$ cat src/rtl/romulus_ctrl_pkg.sv
// Shared definitions for the Romulus-N cipher-call sequencer: FSM state
// encoding, the SKINNY 6-bit round-constant step, and the 56-bit block
// counter LFSR (x^56+x^7+x^4+x^2+1) with its init value.
package romulus_ctrl_pkg;

  typedef enum logic [1:0] {
    ST_IDLE = 2'd0,
    ST_LOAD = 2'd1,
    ST_RUN  = 2'd2,
    ST_DONE = 2'd3
  } state_e;

  localparam int DEF_NUM_ROUNDS = 40;

  // Block counter
  localparam int CNT_W     = 56;
  localparam int CNT_TAP_A = 2;
  localparam int CNT_TAP_B = 4;
  localparam int CNT_TAP_C = 7;
  localparam logic [CNT_W-1:0] CNT_INIT = 56'h1;
  localparam logic [CNT_W-1:0] CNT_TAP_MASK = (CNT_W'(1) << CNT_TAP_A)
                                            | (CNT_W'(1) << CNT_TAP_B)
                                            | (CNT_W'(1) << CNT_TAP_C);

  // One step of the SKINNY round-constant LFSR.
  function automatic logic [5:0] rc_step(input logic [5:0] r);
    return {r[4:0], r[5] ^ r[4] ^ 1'b1};
  endfunction

  // One step of the block counter: rotate left, and the bit falling out of
  // the top is folded back into the tap positions.
  function automatic logic [CNT_W-1:0] ctr_step(input logic [CNT_W-1:0] c);
    return {c[CNT_W-2:0], c[CNT_W-1]} ^ (c[CNT_W-1] ? CNT_TAP_MASK : '0);
  endfunction

endpackage

$ cat src/rtl/skinny_rc_lfsr.sv
// SKINNY round-constant generator for an RPC-way unrolled round core.
// Ports:
//   clk, rst  - clock, async active-high reset (register -> 0)
//   clr       - clear register to 0 (start of a cipher call)
//   adv       - advance register by RPC steps
//   rc_bus    - slice k = register stepped k+1 times (constant of the k-th
//               round executed this cycle)
module skinny_rc_lfsr
  import romulus_ctrl_pkg::*;
#(
  parameter int RPC = 4
) (
  input  logic             clk,
  input  logic             rst,
  input  logic             clr,
  input  logic             adv,
  output logic [6*RPC-1:0] rc_bus
);

  logic [5:0] rc_q, rc_d;
  logic [5:0] chain [RPC+1];

  assign chain[0] = rc_q;

  for (genvar k = 0; k < RPC; k++) begin : g_step
    assign chain[k+1]       = rc_step(chain[k]);
    assign rc_bus[6*k +: 6] = chain[k+1];
  end

  // The last slice of this cycle is exactly where the next cycle starts.
  always_comb begin
    rc_d = rc_q;
    if (clr)      rc_d = '0;
    else if (adv) rc_d = chain[RPC];
  end

  always_ff @(posedge clk or posedge rst) begin
    if (rst) rc_q <= '0;
    else     rc_q <= rc_d;
  end

endmodule

$ cat src/rtl/skinny_round_sequencer.sv
// Sequences one SKINNY-128-384+ call on the Romulus-N datapath: a load
// strobe, NUM_ROUNDS/RPC round-enable cycles with RPC round constants each,
// then a done pulse. Also owns the 56-bit Romulus block counter.
// Ports:
//   clk, rst           - clock, async active-high reset
//   start              - request a call (sampled in IDLE only)
//   busy               - LOAD/RUN/DONE
//   load_en            - one-cycle datapath load strobe
//   round_en           - datapath registers RPC rounds this cycle
//   last_round         - final RUN cycle
//   done               - one-cycle completion pulse
//   rc                 - RPC packed 6-bit round constants (0 outside RUN)
//   cnt_init, cnt_inc  - counter init (wins) / one LFSR step
//   counter            - current block counter
module skinny_round_sequencer
  import romulus_ctrl_pkg::*;
#(
  parameter int NUM_ROUNDS = DEF_NUM_ROUNDS,
  parameter int RPC        = 4
) (
  input  logic             clk,
  input  logic             rst,
  input  logic             start,
  output logic             busy,
  output logic             load_en,
  output logic             round_en,
  output logic             last_round,
  output logic             done,
  output logic [6*RPC-1:0] rc,
  input  logic             cnt_init,
  input  logic             cnt_inc,
  output logic [CNT_W-1:0] counter
);

  localparam int RUN_CYC = NUM_ROUNDS / RPC;
  // One extra code point so the count can step past the last RUN cycle
  // without wrapping.
  localparam int RCNT_W  = $clog2(RUN_CYC + 1);
  localparam logic [RCNT_W-1:0] LAST_CNT = RCNT_W'(RUN_CYC - 1);

  state_e              state_q, state_d;
  logic [RCNT_W-1:0]   rcnt_q, rcnt_d;
  logic                busy_q, busy_d;
  logic                load_en_q, load_en_d;
  logic                round_en_q, round_en_d;
  logic                last_round_q, last_round_d;
  logic                done_q, done_d;
  logic [CNT_W-1:0]    counter_q, counter_d;
  logic [6*RPC-1:0]    rc_bus;

  // Outputs are decoded from the next state so they line up with state_q.
  always_comb begin
    state_d = state_q;
    rcnt_d  = rcnt_q;
    unique case (state_q)
      ST_IDLE: if (start) state_d = ST_LOAD;
      ST_LOAD: begin
        rcnt_d  = '0;
        state_d = ST_RUN;
      end
      ST_RUN: begin
        rcnt_d = rcnt_q + RCNT_W'(1);
        if (rcnt_q == LAST_CNT) state_d = ST_DONE;
      end
      ST_DONE: state_d = ST_IDLE;
      default: state_d = ST_IDLE;
    endcase
    busy_d       = (state_d != ST_IDLE);
    load_en_d    = (state_d == ST_LOAD);
    round_en_d   = (state_d == ST_RUN);
    last_round_d = (state_d == ST_RUN) && (rcnt_d == LAST_CNT);
    done_d       = (state_d == ST_DONE);
  end

  always_ff @(posedge clk or posedge rst) begin
    if (rst) begin
      state_q      <= ST_IDLE;
      rcnt_q       <= '0;
      busy_q       <= 1'b0;
      load_en_q    <= 1'b0;
      round_en_q   <= 1'b0;
      last_round_q <= 1'b0;
      done_q       <= 1'b0;
    end else begin
      state_q      <= state_d;
      rcnt_q       <= rcnt_d;
      busy_q       <= busy_d;
      load_en_q    <= load_en_d;
      round_en_q   <= round_en_d;
      last_round_q <= last_round_d;
      done_q       <= done_d;
    end
  end

  skinny_rc_lfsr #(.RPC(RPC)) u_rc (
    .clk    (clk),
    .rst    (rst),
    .clr    (state_q == ST_LOAD),
    .adv    (state_q == ST_RUN),
    .rc_bus (rc_bus)
  );

  // Block counter runs independently of the FSM.
  always_comb begin
    counter_d = counter_q;
    if (cnt_init)     counter_d = CNT_INIT;
    else if (cnt_inc) counter_d = ctr_step(counter_q);
  end

  always_ff @(posedge clk or posedge rst) begin
    if (rst) counter_q <= CNT_INIT;
    else     counter_q <= counter_d;
  end

  assign busy       = busy_q;
  assign load_en    = load_en_q;
  assign round_en   = round_en_q;
  assign last_round = last_round_q;
  assign done       = done_q;
  assign rc         = (state_q == ST_RUN) ? rc_bus : '0;
  assign counter    = counter_q;

endmodule

$ cat config.mk
export PLATFORM = sky130hd
export DESIGN_NAME = skinny_round_sequencer
export DESIGN_NICKNAME = d
export VERILOG_FILES = /design/src/rtl/romulus_ctrl_pkg.sv /design/src/rtl/skinny_rc_lfsr.sv /design/src/rtl/skinny_round_sequencer.sv
export SDC_FILE = /design/constraint.sdc
export NUM_CORES = 1
export LEC_CHECK = 0
export CAP_MARGIN = 20
export CELL_PAD_IN_SITES_DETAIL_PLACEMENT = 0
export CELL_PAD_IN_SITES_GLOBAL_PLACEMENT = 1
export CORE_AREA = 2 2 122 77
export CTS_BUF_LIST = sky130_fd_sc_hd__clkbuf_4 sky130_fd_sc_hd__clkbuf_8
export DETAILED_ROUTE_END_ITERATION = 7
export DIE_AREA = 0 0 124 79
export PLACE_DENSITY_LB_ADDON = 0.1
export SETUP_SLACK_MARGIN = 0.15
export SYNTH_ARGS = -nofsm -noshare
export SYNTH_HDL_FRONTEND = slang
export SYNTH_SLANG_ARGS = --single-unit
$ cat constraint.sdc
create_clock -name clk -period 2.9 [get_ports clk]
set_input_delay 0.58 -clock clk [delete_from_list [all_inputs] [get_ports clk]]
set_output_delay 0.58 -clock clk [all_outputs]
set_load 0.005 [all_outputs]
Yosys cells after proc, flatten, opt, wreduce, memory -nomap -nowiden:

Cells that the tools add are included.
W data, S select, Z words.

* register bits: 73
* bits of input ports: 5
* output and inout bits: 85
* word-level logic and storage cells: 42

* add/sub/neg operators: 1
* equal/unequal tests: 8
* multiplexer cells: 10
* bitwise operators: 9
* reductions and logical operators: 5

Operators with widths (number)
* $mux W56: 2
* $xor A56 B8 Y56: 1
* $mux W24: 1
* $mux W6: 2
* $eq A2 B2 Y1 const B: 4
* $eq A4 B4 Y1 const B: 2
* $mux W8: 1
* $pmux W2 S4: 1
* $pmux W4 S2: 1
* $reduce_bool A2 Y1: 3
* $add A4 B1 Y4 const B: 1
* $eq A2 B1 Y1 const B: 2
* $mux W2: 2
* $not A1 Y1: 4
* $xor A1 B1 Y1: 4
* $logic_not A2 Y1: 1
* $logic_and A1 B1 Y1: 1

Depth between registers and ports, before layout:

Gate-level depths: netlist of run 1.

* depth after elaboration: 5
* gate-level depth with buffers: 6
* gate-level depth less buffers: 5

Hierarchy:

Synthesis of run 1 repeated with hierarchy kept, for this count alone.

* cell total of the unflattened synthesis: 303
* area, all modules: 3395.8 sq um

By module, submodules not included
* skinny_round_sequencer: instances 1, cells an instance 258, area an instance 2955.3 sq um, seq. area each 1677.9 sq um
* skinny_rc_lfsr: instances 1, cells an instance 45, area an instance 440.4 sq um, seq. area each 150.1 sq um

Worst setup path before layout of run 1:

No wires, ideal clock.

* path kind: reg2out
* from: reg state_q[0]
* to: out rc[14]
* arrival: 1293 ps
* required time: 2320 ps
* setup slack: 1027 ps
* cell stages (with the launch flop): 7
* path buffers: 2
* cells stage by stage: dfrtp_1 -> inv_1 -> ha_1 -> inv_1 -> clkbuf_1 -> nor2_1 -> buf_4

* word-level cells in the longest chain between the ends: 2

RTL lines
* start: declaration: RTL line skinny_round_sequencer.sv:41 `state_e state_q, state_d;`
* start signal: assignment: RTL line skinny_round_sequencer.sv:85 `state_q <= state_d;`
* $eq A2 B2 Y1: RTL line skinny_round_sequencer.sv:120 `assign rc = (state_q == ST_RUN) ? rc_bus : '0;`
* $mux W24: RTL line skinny_round_sequencer.sv:120
* end: declaration: RTL line skinny_round_sequencer.sv:29 `output logic [6*RPC-1:0] rc,`

Every way passes these cells.

Final worst setup path of run 1:

* from: reg state_q[0]
* to: out rc[13]

The elaborated chain is that of the path after synthesis.

==> qor.yml, run 1 <==
netlist_instances: 283
cts_max_level: 3
irDropWorstVdd_v: 0.0003262
grt_antenna_before_repair: 0
die_area_um2: 9796
final_nets: 367
drc_errors: 0
dp_slack_ps: 585.2
num-fill-cells: 833
final.setup.worst_slack_ps: 287.2
wire_per_inst_um: 14.25
crit_path_start_kind: "register"
finalSetupTns_ps: 0
syn2layout_area_growth_pct: 36.86
cts_root_buf: "clkbuf_8"
drt_iter0_drc: 110
dp.cells: 460
power_density_nw_per_um2: 749.0
timing.rr.start: "state_q[0]$_DFF_PP0_"
setup_viol: 0
drt_pre_antenna_iters: 4
grt_pass1_wl_um: 11630
gr-total-overflow: 0
antenna_cells: 0
hold_viol_final: 0
crit_required_ps: 2320
avgSynthCellArea_um2: 11.32
yosys_warnings: 0
crit_fanout: 6
hpwl_um: 4499
stdcell_count: 478
clock_sinks: 73
cp.arrival_ps: 2030
drive_gt1_frac: 0.1022
grt_max_degree: 61
status: "completed"
slew_viol_final: 0
synth_seq_area_share: 0.5705
holdWs_ps: 550.6
cts_buffers: 9
slew_headroom: 0.3786
fp.dieW_um: 124
clkTransAtPathRegs_ps: 70
ant_nets: 0
worstSetupPathType: "register to output port"
die_h_um: 79
routed_via_density: 4.556
maxClockFrequency_mhz: 382.7
std_cell_rows: 27
final_cell_mix: "clkdlybuf4s50_1, dfrtp_1, nor2_1, mux2i_1"
r2r_slack_ps: 1270
placed_area_um2: 4078
ys_ff_latch: 73
period_share: 0.9010
end_kind: "output port"
rsz0062_at_grt: "false"
syn_area_um2: 3204
worst-r2r-cell-count: 5
routed-via-count: 2178
layout_commonest_cell: "clkdlybuf4s50_1"
gp_congestion: 0.7186
drv_cap: 0
leakage_nw: 2.031
grt_use_total: 0.1571
hold_path.class: "input port to async pin"
synth_cell_types: 29
tightest_slew_ps: 932.2
cts.path.max_buffers: 2
final_area_um2: 4385
wirelength_um: 6811
clock_skew_ps: 8.232
grt_pass1_vias: 2289
cts_tree: "done"
post-route-min-period_ps: 2613
clock_latency_ps: 350
port_buffers: 89
num_io_pins: 90
core_area_um2: 8783
r2r_end: "u_rc.rc_q[3]$_DFFE_PP0N_"
start_util: 0.3648
synthesis.nets: 293
==> per-layer routing <==
layer	wire length, µm	GRT usage	vias to the layer above	share of wire
met5	0	0	-	0
met4	78	0.06067	0	0.011
met3	336	0.05460	7	0.049
met2	2799	0.2126	56	0.41
met1	3597	0.2285	1052	0.53
li1	-	-	1063	-
==> Yosys cell counts, drive strengths merged <==
master   count  area, µm²
ha           5      62.56
a221oi       1      15.01
or2          1      6.260
a211o        1      8.760
nor2b        5      31.28
inv         13      48.80
dfstp        1      26.28
xor2         4      35.03
and2         1      6.260
nand4        1      6.260
nand2b       1      6.260
dfrtp       72       1802
buf         27      178.9
a211oi       3      22.52
xnor2        4      35.03
o21ai        1      5.000
nor2        67      251.5
nand3b       2      15.01
mux2         1      11.26
o22ai        8      50.05
nor4         1      6.260
nand2        3      11.26
clkbuf       5      18.77
mux2i       53      530.5
o2bb2ai      1      8.760
nand3        1      5.000
==> per-stage QoR <==
stage          total power, mW  utilization
3_5_place_dp             2.273       0.4642
5_1_grt                  3.504       0.4993
2_1_floorplan            1.906            -
6_report                 3.285       0.4993
4_1_cts                  3.194       0.4903
3_3_place_gp             2.272       0.4642
==> report_power, final <==
| part | leakage [nW] | total (mW) | internal (mW) | switching [mW] |
|---|---|---|---|---|
| Sequential | 0.993 | 1.21 | 1.12 | 0.0821 |
| Clock | 0.115 | 0.898 | 0.528 | 0.370 |
| Combinational | 0.923 | 1.18 | 0.623 | 0.557 |
| Total | 2.03 | 3.28 | 2.28 | 1.01 |
==> state kept, by name (all words and copies together) (netlist names) <==
name	cells
counter	56
u_rc.rc_q	6
rcnt_q	4
state_q	2
busy	1
done	1
last_round	1
load_en	1
round_en	1
==> cell type report <==
type	instances	area [µm²]	area share
Sequential cell	73	1828	0.4168
Timing Repair Buffer	94	945.9	0.2157
Clock inverter	5	77.57	0.01769
Multi-Input combinational cell	165	1177	0.2685
Inverter	13	52.55	0.01198
Timing Repair inverter	1	7.507	0.001712
Tap cell	116	145.1	0.03310
Clock buffer	11	151.4	0.03452
==> worst max-delay path, cell delays in order (launching register included) <==
cell and delay [ps]:
dfrtp_1 410, inv_1 130, ha_4 220, clkinvlp_4 120
buf_12 150, nor2_2 130, clkdlybuf4s50_1 510
==> kinds of logic (layout without fill, tap and decap cells) <==
kind of cell | Yosys count | in the layout | synth area share
AND/OR/NAND/NOR | 83 | 83 | 0.1078
flip-flops | 73 | 73 | 0.5705
multiplexers | 54 | 54 | 0.1691
buffers and inverters | 45 | 124 | 0.07692
AO/OA/AOI/OAI | 15 | 15 | 0.03436
XOR/XNOR | 8 | 8 | 0.02186
adder cells (fa/ha/maj) | 5 | 5 | 0.01952
==> what timing repair did <==
item	4_1_cts	5_1_grt
endpoints found under the setup margin	0	22
gates resized for setup	0	14
setup buffers	0	1
hold buffers	0	0
==> worst max path at each step <==
stage                    startpoint             end  slack, ps  cells past startpoint
2_1_floorplan                   rst  busy$_DFF_PP0_        470                      1
3_3_place_gp   state_q[0]$_DFF_PP0_           rc[0]        650                      5
3_5_place_dp   state_q[0]$_DFF_PP0_           rc[1]        590                      5
4_1_cts        state_q[0]$_DFF_PP0_           rc[1]        180                      5
5_1_grt        state_q[0]$_DFF_PP0_          rc[13]        170                      6
6_report       state_q[0]$_DFF_PP0_          rc[13]        290                      6
Note: power is estimated with default switching activity, not from simulation.
==> run 2: changes to the inputs <==
- CORE_AREA: 2 2 122 77 -> 2 2 129 81
- DIE_AREA: 0 0 124 79 -> 0 0 131 83
- clock period: 2.9 -> 2.1 ns (I/O delays scaled with it)
==> run 2 against run 1 <==
Against the previous run: die area increased by 11%; combinational power rose by 36%; cell count rose by 6.1%; sequential power increased by 37%; critical endpoint is now rc[9]; largest cell class unchanged; largest power group unchanged; sequential share of layout area decreased by 0.19 points; core utilization down 4.2 points; register-to-register slack got worse by 740 ps; wire length grew 7.9%; clock skew increased by 1.5 ps; global-route usage fell by 1.6 points.
==> qor.yml, run 2 (synthesized netlist as in run 1, its figures left out) <==
status: "completed"
worst-r2r-cell-count: 7  # +2
routed-via-count: 2233  # +2.5%
cts_max_level: 3  # unchanged
grt_max_degree: 51  # -16%
drt_pre_antenna_iters: 4  # unchanged
pwr-share-seq: 0.378  # +0.011
drt_iter0_drc: 95  # -14%
core_area_um2: 9634  # +9.7%
grt_antenna_before_repair: 0  # unchanged
setup_viol: 0  # unchanged
drv_cap: 0  # unchanged
clock_sinks: 73  # unchanged
grt_use_total: 0.1415  # -0.01556
cts_buffers: 9  # unchanged
timing.rr.start: "state_q[1]$_DFF_PP0_"
ant_nets: 0  # unchanged
largest_reg_flops: 56  # unchanged
wirelength_um: 7351  # +7.9%
clkTransAtPathRegs_ps: 80  # about the same
cts.path.max_buffers: 2  # unchanged
die_h_um: 83  # +5.1%
gp_congestion: 0.7364  # +2.5%
tightest_slew_ps: 503.3  # -428.8 ps
slew_headroom: 0.6644  # +0.2859
final_core_util: 0.4573  # -0.04202
p_sw_mw: 1.482  # +47%
period_share: 0.9130
r2r_end: "busy$_DFF_PP0_"
drive_gt1_frac: 0.1962  # +0.09403
syn2layout_area_growth_pct: 37.49
routed_via_density: 4.404  # -3.3%
grt_pass1_vias: 2212  # -3.4%
cp.buffers_inverters: 5  # +1
switching_share: 0.3368  # +0.02945
clock_skew_ps: 9.760  # +1.528 ps
final.setup.worst_slack_ps: 182.7  # -104.5 ps
antenna_cells: 0  # unchanged
gr-total-overflow: 0  # unchanged
crit_path_start_kind: "register"
grt_pass1_wl_um: 11900  # +2.3%
drc_errors: 0  # unchanged
wire_per_inst_um: 14.50  # +1.8%
cp_slowest_cell: "dfrtp_1"
std_cell_rows: 28  # +3.7%
hold_viol_final: 0  # unchanged
cts_root_buf: "clkbuf_8"
num-fill-cells: 933  # +12%
holdWs_ps: 475.7  # -74.98 ps
final_cell_mix: "dfrtp_1, clkdlybuf4s50_1, nor2_1, mux2i_1, buf_2"
worstSetupPathType: "register to output port"
maxClockFrequency_mhz: 521.6
slew_viol_final: 0  # unchanged
critPathTopFamily: "buffers and inverters"
hold_path.class: "input port to async pin"
irDropWorstVdd_v: 0.0004045  # +24%
finalSetupTns_ps: 0  # unchanged
crit_fanout: 6  # unchanged
rsz0062_at_grt: "true"
dp_slack_ps: 44.97  # -540.3 ps
clock_latency_ps: 350  # about the same
internal_power_mw: 2.918  # +28%
combinationalPowerShare: 0.366  # +0.007
clock_power_share: 0.256  # -0.017
cp_cell_sequence: "inv_2, ha_4, buf_6, clkinvlp_4, buf_12, nor2_4, buf_2"
power_density_nw_per_um2: 998.8  # +33%
post-route-min-period_ps: 1917
port_buffers: 89  # unchanged
hpwl_um: 4889  # +8.7%
num_io_pins: 90  # unchanged
end_kind: "output port"
crit_required_ps: 1680  # -640 ps
cts_tree: "done"
start_util: 0.3326  # -0.03222
r2r_slack_ps: 530  # -740 ps
leakage_nw: 2.119  # +4.3%
cp.arrival_ps: 1500  # -530 ps
die_area_um2: 10870  # +11%
layout_commonest_cell: "dfrtp_1"
path_depth: 7  # +1
worst_path_largest_cell_delay_ps: 390  # -120 ps
crit_start: "state_q[0]$_DFF_PP0_"
fp.dieW_um: 131  # +5.6%
final_nets: 377  # +2.7%
==> run 2: cell count changes in the layout (fill, tap and decap cells not counted), moves of 2 or more <==
cell and change:
nor2_1 -2, buf_12 +3, clkbuf_4 +3, nor2_4 +3
clkdlybuf4s50_1 -24, buf_2 +20, buf_4 +6, clkbuf_2 +3
==> run 2: power by group through the flow <==
stage | Clock, mW | Combinational, mW | Sequential [mW]
2_1_floorplan | 0 | 0.965 | 1.67
3_3_place_gp | 0 | 1.49 | 1.68
3_5_place_dp | 0 | 1.49 | 1.69
4_1_cts | 1.17 | 1.61 | 1.66
5_1_grt | 1.23 | 1.77 | 1.68
6_report | 1.12 | 1.61 | 1.66
==> run 2: worst max-delay path by stage <==
stage | end | slack [ps]
2_1_floorplan | rc[14] | 390
3_3_place_gp | rc[14] | 90
3_5_place_dp | rc[8] | 40
4_1_cts | rc[12] | 30
5_1_grt | rc[11] | 90
6_report | rc[9] | 180
==> run 2: per-layer routing <==
layer	vias up	wire, µm	GRT usage
met4	0	98	0.04062
met2	56	2754	0.1785
met1	1082	4055	0.2174
li1	1087	-	-
met3	8	443	0.05735
met5	-	0	0
==> run 2: per-stage QoR <==
step                      power (mW)  cells  cell area, µm²
after floorplan                2.632    283            3208
after global placement         3.172    483            4173
after detailed placement       3.180    483            4173
after CTS                      4.439    505            4433
after global routing           4.686    507            4405
final                          4.400    507            4405
==> run 2: cell type report <==
class,count,area [µm²],share of cell area
inverter,13,56.30,0.01278
multi-input combinational,165,1197,0.2718
timing repair buffer,104,947.2,0.2150
clock inverter,3,40.04,0.009088
timing repair inverter,1,7.507,0.001704
sequential,73,1828,0.4149
tap,135,168.9,0.03834
clock buffer,13,160.2,0.03635
==> run 2: repair_timing <==
action,CTS,global route
buffers inserted,5,2
pin swaps,2,8
hold buffers,0,0
endpoints found under the hold margin,0,0
gates resized for setup,92,20
gates cloned,1,0
setup endpoints to repair,24,23
==> run 2: tightest hold or removal path: stages <==
cell and delay (ps):
clkdlybuf4s50_1 450, clkinvlp_4 130, buf_12 180
==> run 3: changes to the inputs <==
- RECOVER_POWER: default -> 100
==> run 3 against run 2 <==
Against the previous run: worst hold slack improved by 55 ps; global-route usage did not move; wire length about the same; cell count stayed put; die area did not move; cell area fell by 1.5%; fmax decreased by 1.7%; register-to-register slack worse by 250 ps; clock skew barely moved; total power shrank 1.3%; critical endpoint unchanged.
==> qor.yml, run 3 (synthesized netlist as in run 1, its figures left out) <==
cts_tree: "done"
antenna_cells: 0  # unchanged
cp.arrival_ps: 1530  # +30 ps
grt_pass1_wl_um: 11900  # unchanged
num-fill-cells: 943  # +1.1%
slew_headroom: 0.1530  # -0.5114
power_mw: 4.345  # -1.3%
setup_viol: 0  # unchanged
hold_path.class: "register to register"
clock_latency_ps: 350  # about the same
crit_required_ps: 1680  # about the same
grt_pass1_vias: 2212  # unchanged
std_cell_rows: 28  # unchanged
power_density_nw_per_um2: 1001  # +0.21%
tightest_slew_ps: 1271  # +767.2 ps
drt_iter0_drc: 88  # -7.4%
clock_sinks: 73  # unchanged
num_io_pins: 90  # unchanged
drc_errors: 0  # unchanged
worst-r2r-cell-count: 8  # +1
holdWs_ps: 531.1  # +55.47 ps
register_area_um2: 1828  # unchanged
wirelength_um: 7347  # about the same
hpwl_um: 4889  # unchanged
crit_path_start_kind: "register"
final_nets: 377  # unchanged
dp_slack_ps: 44.97  # unchanged
ant_nets: 0  # unchanged
routed-via-count: 2244  # +0.49%
port_buffers: 89  # unchanged
end_kind: "output port"
multi_input_area_um2: 1191  # -0.52%
use_met3: 0.05735  # unchanged
status: "completed"
grt_use_total: 0.1415  # unchanged
die_h_um: 83  # unchanged
period_share: 0.9291  # +0.01615
final_cell_mix: "dfrtp_1, dlygate4sd3_1, nor2_1, mux2i_1, buf_2"
irDropWorstVdd_v: 0.0003951  # -2.3%
use_met2: 0.1785  # unchanged
drive_gt1_frac: 0.1667  # -0.02957
core_area_um2: 9634  # unchanged
syn2layout_area_growth_pct: 35.45
cts_buffers: 9  # unchanged
cts_root_buf: "clkbuf_8"
finalSetupTns_ps: 0  # unchanged
drv_cap: 0  # unchanged
cts_max_level: 3  # unchanged
gr-total-overflow: 0  # unchanged
clkTransAtPathRegs_ps: 70  # about the same
routed_via_density: 4.426  # +0.49%
rsz0062_at_grt: "true"
wire_per_inst_um: 14.49  # about the same
start_util: 0.3326  # unchanged
hold_depth: 2
leakage_nw: 2.269  # +7.1%
slew_viol_final: 0  # unchanged
grt_max_degree: 51  # unchanged
hold_viol_final: 0  # unchanged
maxClockFrequency_mhz: 512.5  # -1.7%
largest_reg_flops: 56  # unchanged
drt_pre_antenna_iters: 4  # unchanged
cts.path.max_buffers: 2  # unchanged
final.setup.worst_slack_ps: 148.8  # -33.91 ps
gp_congestion: 0.7364  # unchanged
crit_fanout: 6  # unchanged
met1_usage: 0.2174  # unchanged
worstSetupPathType: "register to output port"
layout_commonest_cell: "dfrtp_1"
die_area_um2: 10870  # unchanged
hold_buffers: 0  # unchanged
grt_antenna_before_repair: 0  # unchanged
post-route-min-period_ps: 1951  # +33.91 ps
busiest_layer: "met1"
clock_skew_ps: 9.564  # -0.1954 ps
fp.dieW_um: 131  # unchanged
==> run 3: changes by cell type in the layout (fill, tap and decap cells not counted), sizes merged <==
cell / previous run / this run
buf: 37 / 26
clkbuf: 16 / 27
clkdlybuf4s50: 63 / 2
dlygate4sd3: 0 / 61
==> run 3: path summary, 6_finish.rpt <==
| check | start | to | slack [ps] |
|---|---|---|---|
| worst max-delay path | state_q[0]$_DFF_PP0_ | rc[9] | 150 |
| worst min-delay path | u_rc.rc_q[0]$_DFFE_PP0N_ | u_rc.rc_q[4]$_DFFE_PP0N_ | 530 |
| worst max register to register | state_q[0]$_DFF_PP0_ | load_en$_DFF_PP0_ | 280 |
| worst min register to register | u_rc.rc_q[0]$_DFFE_PP0N_ | u_rc.rc_q[4]$_DFFE_PP0N_ | 530 |
| max in group asynchronous | rst | counter[29]$_DFFE_PP0P_ | 490 |
| min in group asynchronous | rst | u_rc.rc_q[3]$_DFFE_PP0N_ | 850 |
==> run 3: layout make-up <==
| cell class | instances | area share |
|---|---|---|
| clock buffer | 13 | 0.03690 |
| clock inverter | 3 | 0.009225 |
| inverter | 13 | 0.01240 |
| tap | 135 | 0.03892 |
| timing repair buffer | 104 | 0.2052 |
| multi-input combinational | 165 | 0.2744 |
| sequential | 73 | 0.4212 |
| timing repair inverter | 1 | 0.001730 |
==> run 3: worst max-delay path, stage by stage, from the launching register on <==
cell        delay [ps]
dfrtp_1            380
inv_1              100
ha_4               140
buf_6              100
clkinvlp_4          80
buf_12             150
nor2_4             100
clkbuf_1           130
==> run 3: report_power, final <==
part | switching (mW) | total [mW] | internal (mW)
logic | 0.856 | 1.56 | 0.701
registers | 0.108 | 1.66 | 1.55
clock network | 0.510 | 1.13 | 0.618
total | 1.47 | 4.34 | 2.87
==> run 3: per-layer routing <==
metal,vias up,part of all wire
met5,-,0
met4,0,0.011
met2,55,0.38
li1,1087,-
met1,1095,0.55
met3,7,0.059
==> run 3: what timing repair did <==
| action | CTS | global route |
|---|---|---|
| setup buffers | 5 | 2 |
| pin swaps | 2 | 8 |
| cloned | 1 | 0 |
| endpoints found under the setup margin | 24 | 23 |
| resized for setup | 92 | 20 |
| endpoints found under the hold margin | 0 | 0 |
==> run 3: through the flow <==
step | utilization | cells | cell area [µm²]
after global routing | 0.4505 | 507 | 4340
after detailed placement | 0.4331 | 483 | 4173
after global placement | 0.4331 | 483 | 4173
after floorplan | - | 283 | 3208
final | 0.4505 | 507 | 4340
after CTS | 0.4601 | 505 | 4433
